[src/rtl/pipe_hazard_ctrl_if.sv]
// Hazard/stall handshake bundle between the pipeline datapath and pipe_hazard_ctrl.
// master = pipeline side (raises hazards), slave = hazard controller (drives stall/flush).
interface pipe_hazard_ctrl_if;
    logic       load_use;
    logic       ex_start;
    logic       mem_req;
    logic       mem_ack;
    logic       branch_taken;
    logic [4:0] stall;
    logic [4:0] flush;
    logic       busy;

    modport master (
        output load_use, ex_start, mem_req, mem_ack, branch_taken,
        input  stall, flush, busy
    );

    modport slave (
        input  load_use, ex_start, mem_req, mem_ack, branch_taken,
        output stall, flush, busy
    );
endinterface

[src/rtl/pipe_hazard_ctrl.sv]
// Central stall/flush sequencer for the 5-stage pipeline (PC, IF/ID, ID/EX, EX/MEM, MEM/WB).
// Optional perf counters are built only when STALL_PERF_CNT_EN is defined.
module pipe_hazard_ctrl #(
    parameter int MEM_WAIT_CYCLES = 4,
    parameter int DIV_CYCLES      = 32,
    parameter int CNT_W           = 6
) (
    input  logic                 clk,
    input  logic                 rst,
    pipe_hazard_ctrl_if.slave    hz,
    output logic [31:0]          stall_cycles,
    output logic [31:0]          flush_count
);

    typedef enum logic [1:0] {
        RUN      = 2'd0,
        MEM_WAIT = 2'd1,
        EX_WAIT  = 2'd2
    } state_t;

    // cnt holds the wait cycles still to come after the current one, so a wait state exits when it reads 0.
    // The detection cycle in RUN already stalls, hence the "-2" loads when entering from RUN.
    localparam logic [CNT_W-1:0] MEM_FIRST = CNT_W'((MEM_WAIT_CYCLES > 1) ? MEM_WAIT_CYCLES - 2 : 0);
    localparam logic [CNT_W-1:0] DIV_FIRST = CNT_W'((DIV_CYCLES > 1) ? DIV_CYCLES - 2 : 0);
    localparam logic [CNT_W-1:0] DIV_CHAIN = CNT_W'((DIV_CYCLES > 0) ? DIV_CYCLES - 1 : 0);

    localparam logic [4:0] STALL_MEM = 5'b01111;
    localparam logic [4:0] FLUSH_MEM = 5'b10000;
    localparam logic [4:0] STALL_EX  = 5'b00111;
    localparam logic [4:0] FLUSH_EX  = 5'b01000;
    localparam logic [4:0] STALL_LU  = 5'b00011;
    localparam logic [4:0] FLUSH_LU  = 5'b00100;
    localparam logic [4:0] FLUSH_BR  = 5'b00010;

    state_t           state;
    state_t           state_nxt;
    logic [CNT_W-1:0] cnt;
    logic [CNT_W-1:0] cnt_nxt;
    logic             pend_ex;
    logic             pend_nxt;
    logic [4:0]       stall_mask;
    logic [4:0]       flush_mask;
    logic             busy_flag;

    always_ff @(posedge clk) begin
        if (rst) begin
            state   <= RUN;
            cnt     <= '0;
            pend_ex <= 1'b0;
        end else begin
            state   <= state_nxt;
            cnt     <= cnt_nxt;
            pend_ex <= pend_nxt;
        end
    end

    always_comb begin
        state_nxt = state;
        cnt_nxt   = cnt;
        pend_nxt  = pend_ex;
        case (state)
            RUN: begin
                if (hz.mem_req) begin
                    if (MEM_WAIT_CYCLES > 1) begin
                        state_nxt = MEM_WAIT;
                        cnt_nxt   = MEM_FIRST;
                        pend_nxt  = hz.ex_start;
                    end else if (hz.ex_start) begin
                        // The MEM wait is over already, so the queued op gets its full DIV_CYCLES here.
                        state_nxt = EX_WAIT;
                        cnt_nxt   = DIV_CHAIN;
                    end
                end else if (hz.ex_start && (DIV_CYCLES > 1)) begin
                    state_nxt = EX_WAIT;
                    cnt_nxt   = DIV_FIRST;
                end
            end
            MEM_WAIT: begin
                if ((cnt == '0) || hz.mem_ack) begin
                    state_nxt = pend_ex ? EX_WAIT : RUN;
                    cnt_nxt   = pend_ex ? DIV_CHAIN : '0;
                    pend_nxt  = 1'b0;
                end else begin
                    cnt_nxt = cnt - CNT_W'(1);
                end
            end
            EX_WAIT: begin
                if (cnt == '0) begin
                    state_nxt = RUN;
                end else begin
                    cnt_nxt = cnt - CNT_W'(1);
                end
            end
            default: begin
                state_nxt = RUN;
                cnt_nxt   = '0;
                pend_nxt  = 1'b0;
            end
        endcase
    end

    // load_use outranks branch_taken: the branch re-resolves once the bubble has passed.
    always_comb begin
        stall_mask = '0;
        flush_mask = '0;
        busy_flag  = 1'b0;
        if (rst) begin
            flush_mask = '1;
        end else begin
            case (state)
                RUN: begin
                    if (hz.mem_req) begin
                        stall_mask = STALL_MEM;
                        flush_mask = FLUSH_MEM;
                    end else if (hz.ex_start) begin
                        stall_mask = STALL_EX;
                        flush_mask = FLUSH_EX;
                    end else if (hz.load_use) begin
                        stall_mask = STALL_LU;
                        flush_mask = FLUSH_LU;
                    end else if (hz.branch_taken) begin
                        flush_mask = FLUSH_BR;
                    end
                end
                MEM_WAIT: begin
                    stall_mask = STALL_MEM;
                    flush_mask = FLUSH_MEM;
                    busy_flag  = 1'b1;
                end
                EX_WAIT: begin
                    stall_mask = STALL_EX;
                    flush_mask = FLUSH_EX;
                    busy_flag  = 1'b1;
                end
                default: begin
                    stall_mask = '0;
                    flush_mask = '0;
                    busy_flag  = 1'b0;
                end
            endcase
        end
    end

    assign hz.stall = stall_mask;
    assign hz.flush = flush_mask;
    assign hz.busy  = busy_flag;

`ifdef STALL_PERF_CNT_EN
    always_ff @(posedge clk) begin
        if (rst) begin
            stall_cycles <= '0;
            flush_count  <= '0;
        end else begin
            if (|stall_mask) begin
                stall_cycles <= stall_cycles + 32'd1;
            end
            if (flush_mask[1] || flush_mask[2]) begin
                flush_count <= flush_count + 32'd1;
            end
        end
    end
`else
    assign stall_cycles = '0;
    assign flush_count  = '0;
`endif

endmodule

[src/flat_wrapper.sv]
// flat-port wrapper written by rule: the top's interface ports become plain ports
module pipe_hazard_ctrl_flat 
#(
    parameter int MEM_WAIT_CYCLES = 4,
    parameter int DIV_CYCLES      = 32,
    parameter int CNT_W           = 6
)
  (clk, rst, stall_cycles, flush_count, hz_load_use, hz_ex_start, hz_mem_req, hz_mem_ack, hz_branch_taken, hz_stall, hz_flush, hz_busy);
  pipe_hazard_ctrl_if hz_i ();
  input  logic clk;
  input  logic rst;
  output logic [31:0] stall_cycles;
  output logic [31:0] flush_count;
  input wire logic [$bits(hz_i.load_use)-1:0] hz_load_use;
  input wire logic [$bits(hz_i.ex_start)-1:0] hz_ex_start;
  input wire logic [$bits(hz_i.mem_req)-1:0] hz_mem_req;
  input wire logic [$bits(hz_i.mem_ack)-1:0] hz_mem_ack;
  input wire logic [$bits(hz_i.branch_taken)-1:0] hz_branch_taken;
  output wire logic [$bits(hz_i.stall)-1:0] hz_stall;
  output wire logic [$bits(hz_i.flush)-1:0] hz_flush;
  output wire logic [$bits(hz_i.busy)-1:0] hz_busy;
  assign hz_i.load_use = hz_load_use;
  assign hz_i.ex_start = hz_ex_start;
  assign hz_i.mem_req = hz_mem_req;
  assign hz_i.mem_ack = hz_mem_ack;
  assign hz_i.branch_taken = hz_branch_taken;
  assign hz_stall = hz_i.stall;
  assign hz_flush = hz_i.flush;
  assign hz_busy = hz_i.busy;
  pipe_hazard_ctrl #(.MEM_WAIT_CYCLES(MEM_WAIT_CYCLES), .DIV_CYCLES(DIV_CYCLES), .CNT_W(CNT_W)) u_core (.clk(clk), .rst(rst), .hz(hz_i), .stall_cycles(stall_cycles), .flush_count(flush_count));
endmodule
[config.mk]
export PLATFORM = sky130hd
export DESIGN_NAME = pipe_hazard_ctrl_flat
export DESIGN_NICKNAME = d
export VERILOG_FILES = /design/src/rtl/pipe_hazard_ctrl_if.sv /design/src/rtl/pipe_hazard_ctrl.sv /design/src/flat_wrapper.sv
export SDC_FILE = /design/constraint.sdc
export NUM_CORES = 1
export LEC_CHECK = 0
export ABC_AREA = 1
export CORE_UTILIZATION = 23
export CTS_CLUSTER_SIZE = 24
export DETAILED_ROUTE_END_ITERATION = 8
export PLACE_DENSITY_LB_ADDON = 0.25
export RECOVER_POWER = 25
export SLEW_MARGIN = 30
export SYNTH_ARGS = -nofsm -noshare
export SYNTH_HDL_FRONTEND = slang
export SYNTH_SLANG_ARGS = --single-unit
[constraint.sdc]
create_clock -name clk -period 1.75 [get_ports clk]
set_clock_uncertainty 0.05 [all_clocks]
set_input_delay 0.35 -clock clk [delete_from_list [all_inputs] [get_ports clk]]
set_output_delay 0.35 -clock clk [all_outputs]
set_load 0.1 [all_outputs]
==> flow_metrics.py, run 1 <==
metrics = {
    "floorplanning": {
        "ioPinCount": 82,
        "core-area_um2": 5270,
        "rows": 26,
        "die_x_um": 77.1,
        "die_h_um": 77.1,
        "start_util": 0.246,
        "design.die.area_um2": 5950,
    },
    "setup_path": {
        "crit_slowest_cell": "dfxtp_4",
        "critPathArrivalTime_ps": 1450,
        "cp_slowest_stage_delay_ps": 360,
        "cp_num_buf_inv": 2,
        "path_cells": "ha_2 -> inv_2 -> nand4_1 -> o21ai_4 -> buf_12",
        "path_max_fanout": 4,
        "path_class": "reg2out",
        "start_kind": "register",
        "worst-endpoint-required_ps": 1350,
        "end_kind": "output pin",
        "path_delay_family": "flip-flops",
    },
    "routing": {
        "wl_per_cell_um": 8.32,
        "antenna_left": 0,
        "via_per_inst": 3.59,
        "firstDrtPassIters": 4,
        "drt-initial-drc-count": 51,
        "drc": 0,
        "via_count": 1092,
        "wl_um": 2530,
    },
    "place": {
        "portBuffers": 16,
        "gp_congestion": 0.786,
        "post-dp-hpwl_um": 2050,
    },
    "grt": {
        "grt_max_degree": 12,
        "overflow": 0,
        "antenna_found_initial": 0,
        "grt_pass1_wl_um": 4020,
        "grt_usage": 0.0847,
        "grt_pass1_vias": 867,
    },
    "logic_synthesis": {
        "syn_area_um2": 1300,
        "ys.flop_type": "dfxtp_1",
        "ys_ff_latch": 9,
        "yosysSeqAreaShare": 0.139,
        "ys_types": 24,
        "yosysMostFrequentCell": "buf_4",
        "yosys-top-cells-count": "buf_4 (67), nand2_1 (49), inv_1 (16), a21oi_1 (12)",
        "synth.top_cell.area_share": 0.387,
        "yosysTopAreaCell": "buf_4",
        "synth-edff-count": 0,
        "yosysWarnings": 0,
        "async_reset_ff_frac": 0,
        "yosys-top-cells-area": "buf_4 (39%), nand2_1 (14%), dfxtp_1 (14%)",
        "syn_inst": 200,
        "synth.avg_cell_area_um2": 6.49,
    },
    "clock_tree": {
        "clkTransAtPathRegs_ps": 50,
        "cts_buffers": 3,
        "cts_tree": "yes",
        "cts_buffer_depth": 2,
        "ctsHoldBuffers": 0,
        "htreeDepth": 1,
        "clk_latency_ps": 240,
        "cts_sinks": 9,
        "cts_root_buf": "clkbuf_8",
    },
    "sta": {
        "slew_viol_final": 0,
        "fmax_mhz": 541,
        "layout_setup_ws_ps": -96.9,
        "setup_violations": 9,
        "finalHoldWorstSlack_ps": 422,
        "setup-tns-final_ps": -516,
        "post-route-period-util": 1.06,
        "hold_viol": 0,
        "rsz0062_at_grt": "yes",
        "period_minus_slack_ps": 1850,
    },
    "finish": {
        "nFillCells": 587,
        "layout-drive-gt1-share": 0.299,
        "n_antenna_cell": 0,
        "nets": 248,
        "syn_to_final_growth_pct": 31.1,
    },
    "worst_hold_path": {
        "hold_class": "reg2reg",
    },
    "outcome": {
        "violations": "negative setup slack",
        "status": "complete, but fails checks",
    },
    "job": {
        "drv_cap": 0,
    },
}
==> worst reg2reg max path, cell delays in order (launching register included) <==
cell	delay, ps
dfxtp_2	350
inv_2	60
buf_4	120
buf_4	120
ha_1	250
nand4_1	130
nand3_1	120
inv_2	120
nand3_1	80
a21oi_1	120
==> final cells by class <==
cell class | count | area (µm²) | area share
clock buffer | 3 | 41.3 | 0.0242
tap | 70 | 87.6 | 0.0514
clock inverter | 1 | 5.00 | 0.00294
sequential | 9 | 185 | 0.109
inverter | 21 | 91.3 | 0.0536
timing repair buffer | 34 | 392 | 0.230
multi-input combinational | 166 | 901 | 0.529
==> per-stage QoR <==
step,cells,area (µm²),worst slack (ps),util
floorplan,264,1640,-470,-
global placement,294,1550,-204,0.295
detailed placement,294,1550,-219,0.295
CTS,303,1690,-108,0.321
global route,304,1700,-171,0.323
finish,304,1700,-96.9,0.323
==> layer usage <==
metal  GRT usage  wire length (µm)
met5           0                 0
met2       0.139              1230
met3      0.0155               142
met4      0.0509                58
met1       0.102              1090
==> placed cells by master (no fill, tap or decap), types with 2 or more instances in the layout <==
master,Yosys,final
buf_12,0,10
clkdlybuf4s50_1,0,2
buf_6,0,2
inv_2,4,8
dfxtp_1,9,7
nand4_1,3,3
inv_4,0,3
a21oi_1,12,11
nand3_1,9,7
nand2_2,0,2
nor2_2,1,2
clkbuf_2,0,2
nor2_1,7,3
inv_1,16,8
nor2_4,1,4
ha_1,6,4
xnor2_1,2,2
o21ai_4,0,2
clkbuf_8,0,3
dlygate4sd2_1,0,3
nand3_2,2,4
buf_4,67,15
nand2_4,0,2
clkinv_2,1,2
conb_1,1,65
nand2_1,49,45
==> what timing repair did <==
item,4_1_cts,5_1_grt
endpoints found under the setup margin,10,9
pin swaps,6,3
hold endpoints to repair,0,0
resized for setup,25,5
setup buffers,6,1
gates cloned,0,0
==> final timing paths <==
path,slack [ps],cells after the start,to,start
setup / recovery,-100,5,hz_flush[1],u_core.state[1]$_SDFFE_PP0P_
hold / removal,420,2,u_core.pend_ex$_SDFFE_PP0P_,u_core.pend_ex$_SDFFE_PP0P_
setup reg to reg,150,9,u_core.cnt[5]$_SDFFE_PP0P_,u_core.state[0]$_SDFFE_PP0P_
hold reg to reg,420,2,u_core.pend_ex$_SDFFE_PP0P_,u_core.pend_ex$_SDFFE_PP0P_
==> cell families (layout without fill, tap and decap cells) <==
family / count (synthesis) / count (layout) / synth area share
other cells: 1 / 65 / 0.00289
fa+ha+maj: 6 / 6 / 0.0578
xor+xnor: 2 / 2 / 0.0135
simple gates: 75 / 75 / 0.262
compound gates: 18 / 18 / 0.0732
buf+inv: 89 / 59 / 0.452
flops: 9 / 9 / 0.139
==> flip-flops by register name, indices dropped and copies added (netlist names) <==
| name | flops |
|---|---|
| u_core.cnt | 6 |
| u_core.pend_ex | 1 |
| u_core.state | 2 |
Power of run 1 is not shown: default switching activity piles up to over one toggle a cycle in this logic, so the estimate is an artifact.
==> run 2: changes to the inputs <==
==> constraint.sdc (replaced) <==
create_clock -name clk -period 1.74 [get_ports clk]
set_clock_uncertainty 0.05 [all_clocks]
set_input_delay 0.348 -clock clk [delete_from_list [all_inputs] [get_ports clk]]
set_output_delay 0.348 -clock clk [all_outputs]
set_load 0.1 [all_outputs]
==> flow_metrics.py, run 2 (synthesized netlist as in run 1, its figures left out) <==
metrics = {
    "outcome": {
        "status": "complete, but fails checks",
        "violations": "negative setup slack",
    },
    "setup_path": {
        "startpoint": "u_core.state[1]$_SDFFE_PP0P_",
        "path_max_fanout": 4,
        "reg2reg_from": "u_core.state[1]$_SDFFE_PP0P_",
        "critPathArrivalTime_ps": 1430,
        "reg2reg_to": "u_core.pend_ex$_SDFFE_PP0P_",
        "start_kind": "register",
        "reg2reg_slack_ps": 160,
        "end_kind": "output pin",
        "worst-endpoint-required_ps": 1340,
        "r2r_cells": 10,
        "path_class": "reg2out",
    },
    "floorplanning": {
        "rows": 26,
        "die_x_um": 77.1,
        "start_util": 0.246,
        "core-area_um2": 5270,
        "design.die.area_um2": 5950,
        "ioPinCount": 82,
        "die_h_um": 77.1,
    },
    "worst_hold_path": {
        "worstHoldStart": "u_core.pend_ex$_SDFFE_PP0P_",
        "hold_path_depth": 2,
        "min_to": "u_core.pend_ex$_SDFFE_PP0P_",
        "hold_class": "reg2reg",
    },
    "grt": {
        "overflow": 0,
        "antenna_found_initial": 0,
        "grt_pass1_wl_um": 4270,
        "grt_usage": 0.0881,
        "grt_max_degree": 12,
        "grt_pass1_vias": 973,
    },
    "pwr": {
        "irDropWorstVdd_uv": 655,
        "switchingPower_w": 0.00227,
        "sw_frac_of_total": 0.614,
        "pwr-share-comb": 0.823,
        "power_density_nw_per_um2": 2140,
        "power.share.clock": 0.067,
        "p_int_w": 0.00143,
        "p_leak_nw": 0.883,
        "pwr-share-seq": 0.110,
    },
    "finish": {
        "seq_area_um2": 185,
        "syn_to_final_growth_pct": 32.8,
        "final_cell_mix": "conb_1 (65), nand2_1 (44), buf_4 (20), a21oi_1 (11), buf_12 (10)",
        "largest_reg_flops": 6,
        "reg_top3": "u_core.cnt (6), u_core.state (2), u_core.pend_ex (1)",
        "n_antenna_cell": 0,
        "nets": 252,
        "nFillCells": 572,
        "layout.cells.non_filler": 308,
        "multi_input_area_um2": 891,
        "final_common_cell": "conb_1",
        "layout-drive-gt1-share": 0.298,
        "regMostFlops": "u_core.cnt",
        "fin_area_um2": 1720,
    },
    "clock_tree": {
        "clk_latency_ps": 230,
        "cts_buffers": 3,
        "cts_tree": "yes",
        "ctsHoldBuffers": 0,
        "htreeDepth": 1,
        "cts_root_buf": "clkbuf_8",
        "cts_sinks": 9,
        "cts_buffer_depth": 2,
        "clkTransAtPathRegs_ps": 50,
    },
    "place": {
        "placed_cell_area_um2": 1580,
        "gp_congestion": 0.796,
        "portBuffers": 16,
        "dp_cells": 297,
        "post-dp-hpwl_um": 2070,
    },
    "sta": {
        "slew_viol_final": 0,
        "rsz0062_at_grt": "yes",
        "setup_violations": 8,
        "layout_setup_ws_ps": -86.5,
        "period_minus_slack_ps": 1830,
        "setup-tns-final_ps": -454,
        "hold_viol": 0,
        "fmax_mhz": 547,
        "post-route-period-util": 1.05,
    },
    "routing": {
        "via_per_inst": 3.66,
        "antenna_left": 0,
        "wl_um": 2540,
        "wl_per_cell_um": 8.24,
        "drc": 0,
        "via_count": 1128,
        "firstDrtPassIters": 4,
        "drt-initial-drc-count": 36,
    },
    "job": {
        "drv_cap": 0,
    },
}
-- run 2: power by group through the flow --
stage	Clock, W	Sequential [W]	Combinational, W
5_1_grt	0.000263	0.000420	0.00328
3_5_place_dp	0	0.000400	0.00281
3_3_place_gp	0	0.000401	0.00282
4_1_cts	0.000250	0.000406	0.00301
6_report	0.000246	0.000407	0.00304
2_1_floorplan	0	0.000383	0.00234
-- run 2: final cells by class --
class                   instances  area share
flip-flops and latches          9       0.107
inverters                      21      0.0544
clock buffers                   4      0.0261
well taps                      70      0.0508
multi-input cells             166       0.517
repair buffers                 38       0.245
-- run 2: per-layer routing --
layer,share of wire,up-vias,track usage,routed length [µm]
met5,0,-,0,0
met4,0.0099,0,0.0396,25
met3,0.061,4,0.0119,156
met2,0.50,63,0.150,1260
met1,0.43,496,0.109,1100
li1,-,565,-,-
-- run 2: worst max-delay path, cell delays in order (launching register included) --
cell and delay, ps:
dfxtp_4 360, ha_2 190, buf_4 140, nor3_4 280, buf_12 210
-- run 2: worst max path at each step --
stage	to	slack (ps)	depth (start not counted)
2_1_floorplan	hz_stall[1]	-480	5
3_5_place_dp	hz_stall[0]	-230	6
4_1_cts	hz_flush[3]	-100	9
5_1_grt	hz_flush[2]	-120	5
6_report	hz_stall[0]	-90	4
3_3_place_gp	hz_flush[2]	-200	5
-- run 2: what timing repair did --
item | in CTS | in global routing
setup endpoints to repair | 8 | 9
buffers inserted | 7 | 1
pin swaps | 9 | 9
resized for setup | 21 | 5
-- run 2: per-stage QoR --
| stage | util | setup slack [ps] | hold slack [ps] | total power (W) |
|---|---|---|---|---|
| 2_1_floorplan | - | -478 | 394 | 0.00273 |
| 3_3_place_gp | 0.300 | -204 | 407 | 0.00322 |
| 3_5_place_dp | 0.300 | -231 | 408 | 0.00321 |
| 4_1_cts | 0.324 | -98.6 | 415 | 0.00367 |
| 5_1_grt | 0.327 | -120 | 437 | 0.00396 |
| 6_report | 0.327 | -86.5 | 421 | 0.00369 |
No activity file was read; power rests on OpenSTA's default activity.
==> RTL change 1: new RTL, config.mk and constraints of run 2 <==
Build with the macro `STALL_PERF_CNT_EN` defined.
--- a/src/rtl/pipe_hazard_ctrl.sv
+++ b/src/rtl/pipe_hazard_ctrl.sv
@@ -1,4 +1,6 @@
 // Central stall/flush sequencer for the 5-stage pipeline (PC, IF/ID, ID/EX, EX/MEM, MEM/WB).
 // Optional perf counters are built only when STALL_PERF_CNT_EN is defined.
+`define STALL_PERF_CNT_EN
+
 module pipe_hazard_ctrl #(
     parameter int MEM_WAIT_CYCLES = 4,
Behaviour: not the same (a bounded check fails within 4 cycles, from zero or initial values and one cycle with rst high).
==> RTL change 1 against run 2 <==
- the run still ends with setup timing left
- synthesized area grew to 3.6 times the old value
- sequential cell count rose by 64
- sequential power rose to 4.8 times the old value
- cell area grew to 4.4 times the old value
- via count increased to 4.7 times the old value
- core utilization rose by 4.5 points
- total power grew 100%
- synthesized cell count grew to 4.0 times the old value
- clock power grew to 7.8 times the old value
- combinational power grew 19%
- wire length grew to 6.1 times the old value
- die area rose to 3.5 times the old value
- setup slack worse by 0.22 ns
- count of clock-buffer cells in the layout is 9 higher
- critical path type unchanged
==> RTL change 1: results <==
set metrics [dict create \
    yosysSeqAreaShare_pct 30.9 \
    p_leak_uw 0.00296 \
    synth_fa_ha_area_share_pct 2.12 \
    routed_via_density 4.32 \
    syn_inst 801 \
    worstPathArrival_ns 1.64 \
    final-setup-viol-count 60 \
    finalNonFillerCells 1216 \
    ys_top_cells_by_count "316 x nand2_1, 131 x nor2_1, 73 x dfxtp_1" \
    reg_top3 "u_core.flush_count (32), u_core.stall_cycles (32), u_core.cnt (6)" \
    num-fill-cells 2141 \
    r2r_setup_slack_ns -0.21 \
    drt_iter0_drc 352 \
    timing.rr.end "u_core.flush_count[17]" \
    status "finished, violations left" \
    wl_um 15500 \
    worstRegToRegCells 12 \
    cp_top_family "buffers and inverters" \
    ys_top_cells_by_area "dfxtp_1 31%, nand2_1 25%, nor2_1 10%" \
    timing.final.ws_setup_ns -0.302 \
    hold_class "in2reg" \
    gp_congestion 0.846 \
    portBuffers 80 \
    endpoint "hz_flush[3]" \
    violations "setup timing" \
    grt_max_degree 29 \
    worstSkewPairLatency_ns 0.35 \
    post-route-util_pct 37.2 \
    grt_pass1_vias 4800 \
    vdd_drop_max_mv 1.14 \
    synth_compound_area_share_pct 8.92 \
]
==> RTL change 1: changes by cell type after synthesis, moves of 6 or more <==
cell      before  now
inv_1         16   67
nand3b_1       0   22
clkbuf_1       1    7
buf_6          0    6
nand2_1       49  316
o21ai_0        3   14
a21oi_1       12   62
xor2_1         0   12
nor2_1         7  131
nand4_1        3    9
dfxtp_1        9   73
buf_4         67    6
nand3_1        9   32
==> RTL change 1: cell type report <==
type                       count  area share, %
multi-input combinational    633           40.4
timing repair buffer         152           26.1
sequential                    73           21.0
tap                          270           4.50
inverter                      72           3.93
clock buffer                  13           3.47
clock inverter                 3          0.533
==> RTL change 1: worst min path at each step <==
| stage | end | depth (start not counted) | from | slack, ns |
|---|---|---|---|---|
| 2_1_floorplan | u_core.pend_ex | 2 | u_core.pend_ex | 0.39 |
| 3_3_place_gp | u_core.pend_ex | 2 | u_core.pend_ex | 0.42 |
| 3_5_place_dp | u_core.pend_ex | 2 | u_core.pend_ex | 0.43 |
| 4_1_cts | u_core.flush_count[27] | 3 | rst | 0.42 |
| 5_1_grt | u_core.stall_cycles[0] | 1 | u_core.stall_cycles[0] | 0.44 |
| 6_report | u_core.flush_count[28] | 3 | rst | 0.41 |
==> RTL change 1: report_power, final <==
part	internal, µW	switching (µW)	leakage, µW
Sequential	1800	153	0.000627
Clock	1180	731	0.000150
Combinational	1590	2040	0.00219
==> RTL change 1: metal layers <==
layer  wire (µm)  up-vias  GRT usage [%]
met5           0        -              0
met4         195        0           4.74
met3         731       11           2.99
met2        6760      100           22.3
met1        7860     2349           21.1
li1            -     2794              -
==> RTL change 1: repair_timing <==
item,CTS,global route
gates resized for setup,30,27
pin swaps,6,12
gates cloned,4,0
buffers inserted,14,9
endpoints found under the setup margin,24,77
==> RTL change 2: new RTL, flow settings as in run 2 <==
Without the edit above. The 3 states of `state_t` get a one-hot encoding in 3 bits.
--- a/src/rtl/pipe_hazard_ctrl.sv
+++ b/src/rtl/pipe_hazard_ctrl.sv
@@ -13,8 +13,8 @@
 );
 
-    typedef enum logic [1:0] {
-        RUN      = 2'd0,
-        MEM_WAIT = 2'd1,
-        EX_WAIT  = 2'd2
+    typedef enum logic [2:0] {
+        RUN      = 3'b001,
+        MEM_WAIT = 3'b010,
+        EX_WAIT  = 3'b100
     } state_t;
 
Formal check against the unedited RTL: no difference found for any inputs over 10 cycles, from zero or initial values and one cycle with rst high; not proved beyond that.
==> RTL change 2 against run 2 <==
- worst hold slack worse by 0.020 ns
- synthesized area is 1.8% higher
- first-iteration DRC count is 11% lower
- critical path depth is 2 higher
- core utilization is 1.0 points lower
- synthesized cell count is 1.0% higher
- cell area is 1.8% higher
- sequential cell count is 1 higher
- wire length is 3.0% higher
- via count is 3.5% lower
- setup slack better by 0.092 ns
- critical path type unchanged
Power is not compared: it rests on default switching activity, and its combinational part moved more than twofold at a synthesized area within 25%.
==> RTL change 2: results <==
set metrics [dict create \
    startpoint_type "flip-flop" \
    timing.rr.end "u_core.cnt[1]" \
    reg_top3 "u_core.cnt (6), u_core.state (3), u_core.pend_ex (1)" \
    ys_top_cells_by_count "67 x buf_4, 47 x nand2_1, 14 x inv_1" \
    p_leak_uw 0.000903 \
    r2r_setup_slack_ns 0.24 \
    htree_levels 1 \
    clk_path_buf_depth 2 \
    routed_via_density 3.52 \
    vdd_drop_max_mv 0.390 \
    n_antenna_cell 0 \
    wl_um 2610 \
    synth_ff_type "dfxtp_1" \
    numCtsBuffers 3 \
    status "complete, no violations" \
    antenna_found_initial 0 \
    min_to "u_core.pend_ex" \
    ys_top_cells_by_area "buf_4 38%, dfxtp_1 15%, nand2_1 13%" \
    async_reset_ff_share_pct 0 \
    hold_depth 2 \
    grt_max_degree 9 \
    worstSkewPairLatency_ns 0.24 \
    dr.pass1.iters 4 \
    grt_pass1_wl_um 4060 \
    dpl.cell_count 300 \
    worstRegToRegCells 7 \
    yosysSeqAreaShare_pct 15.1 \
    cpPeakStageDelay_ns 0.35 \
    critical_path_peak_fanout 5 \
    drt_iter0_drc 32 \
    hold_class "reg2reg" \
    wl_per_cell_um 8.46 \
    cp_top_family "buffers and inverters" \
    portBuffers 16 \
    p_switching_uw 1300 \
    track_usage_pct 8.67 \
    cp_slowest_cell "dfxtp_4" \
    cts_hold_buf 0 \
    finalNetCount 247 \
    gp_congestion 0.776 \
    grt_pass1_vias 874 \
    syn_inst 202 \
    yosys_warnings 0 \
    ctsRootBufferMaster "clkbuf_8" \
    num-fill-cells 628 \
    worstReg2RegStart "u_core.cnt[0]" \
    path_clk_slew_ns 0.05 \
    drive_above_1_share_pct 32.1 \
    ys_types 23 \
    hpwl_um 2110 \
    hold_path_startpoint "u_core.pend_ex" \
]
[RTL change 2: power by group through the flow]
stage | sequential, µW | clock [µW] | combinational (µW)
global placement | 301 | 0 | 1420
finish | 303 | 300 | 1500
floorplan | 296 | 0 | 1310
CTS | 301 | 308 | 1460
detailed placement | 302 | 0 | 1420
global route | 309 | 331 | 1580
[RTL change 2: cells by family after synthesis]
| family | count (synthesis) | share of synthesized area (%) |
|---|---|---|
| AO/OA/AOI/OAI | 16 | 7.10 |
| flip-flops | 10 | 15.1 |
| buffers and inverters | 92 | 45.1 |
| XOR/XNOR | 2 | 1.32 |
| other | 1 | 0.284 |
| adder cells (fa/ha/maj) | 2 | 1.89 |
| AND/OR/NAND/NOR | 79 | 29.1 |
[RTL change 2: worst register-to-register path: cells and delay by family (launching register included)]
family	cells	cell delay (ns)
compound gates	2	0.33
flops	1	0.32
buf+inv	2	0.24
fa+ha+maj	1	0.22
simple gates	2	0.22
[RTL change 2: repair_timing]
item                       CTS  global route
setup endpoints to repair    8             7
gates resized for setup     25            10
gates cloned                 0             0
pin swaps                    5             3
setup buffers                3             2
[RTL change 2: per-layer routing]
layer | vias to the layer above | track usage, % | share of wire [%]
met5 | - | 0 | 0
met4 | 0 | 5.09 | 2.0
met3 | 4 | 2.24 | 6.7
met2 | 48 | 13.3 | 47
met1 | 477 | 10.9 | 44
li1 | 559 | - | -
[RTL change 2: worst max path at each step]
stage / startpoint / endpoint / slack, ns / depth (start not counted)
after floorplan: u_core.state[2] / hz_stall[3] / -0.24 / 5
after global placement: hz_mem_req / hz_flush[1] / -0.27 / 6
after detailed placement: hz_mem_req / hz_stall[0] / -0.27 / 6
after CTS: u_core.state[2] / hz_flush[1] / -0.002 / 6
after global routing: u_core.state[2] / hz_flush[1] / -0.05 / 6
final: u_core.state[2] / hz_flush[1] / 0.005 / 6
[RTL change 2: cell type report]
| class | count | area [µm²] | area share [%] |
|---|---|---|---|
| multi-input combinational | 164 | 890 | 50.7 |
| timing repair buffer | 35 | 409 | 23.3 |
| sequential | 10 | 206 | 11.8 |
| inverter | 24 | 105 | 5.99 |
| tap | 72 | 90.1 | 5.13 |
| clock buffer | 4 | 55.1 | 3.14 |
[RTL change 2: through the flow]
stage	TNS (ns)	total power, µW	hold slack, ns	cell area (µm²)	setup WS, ns
4_1_cts	-0.00174	2070	0.403	1720	-0.00174
5_1_grt	-0.218	2220	0.440	1760	-0.0491
3_5_place_dp	-1.79	1730	0.396	1590	-0.269
3_3_place_gp	-1.81	1720	0.389	1590	-0.270
6_report	0	2100	0.401	1760	0.00540
2_1_floorplan	-0.699	1600	0.367	1650	-0.235
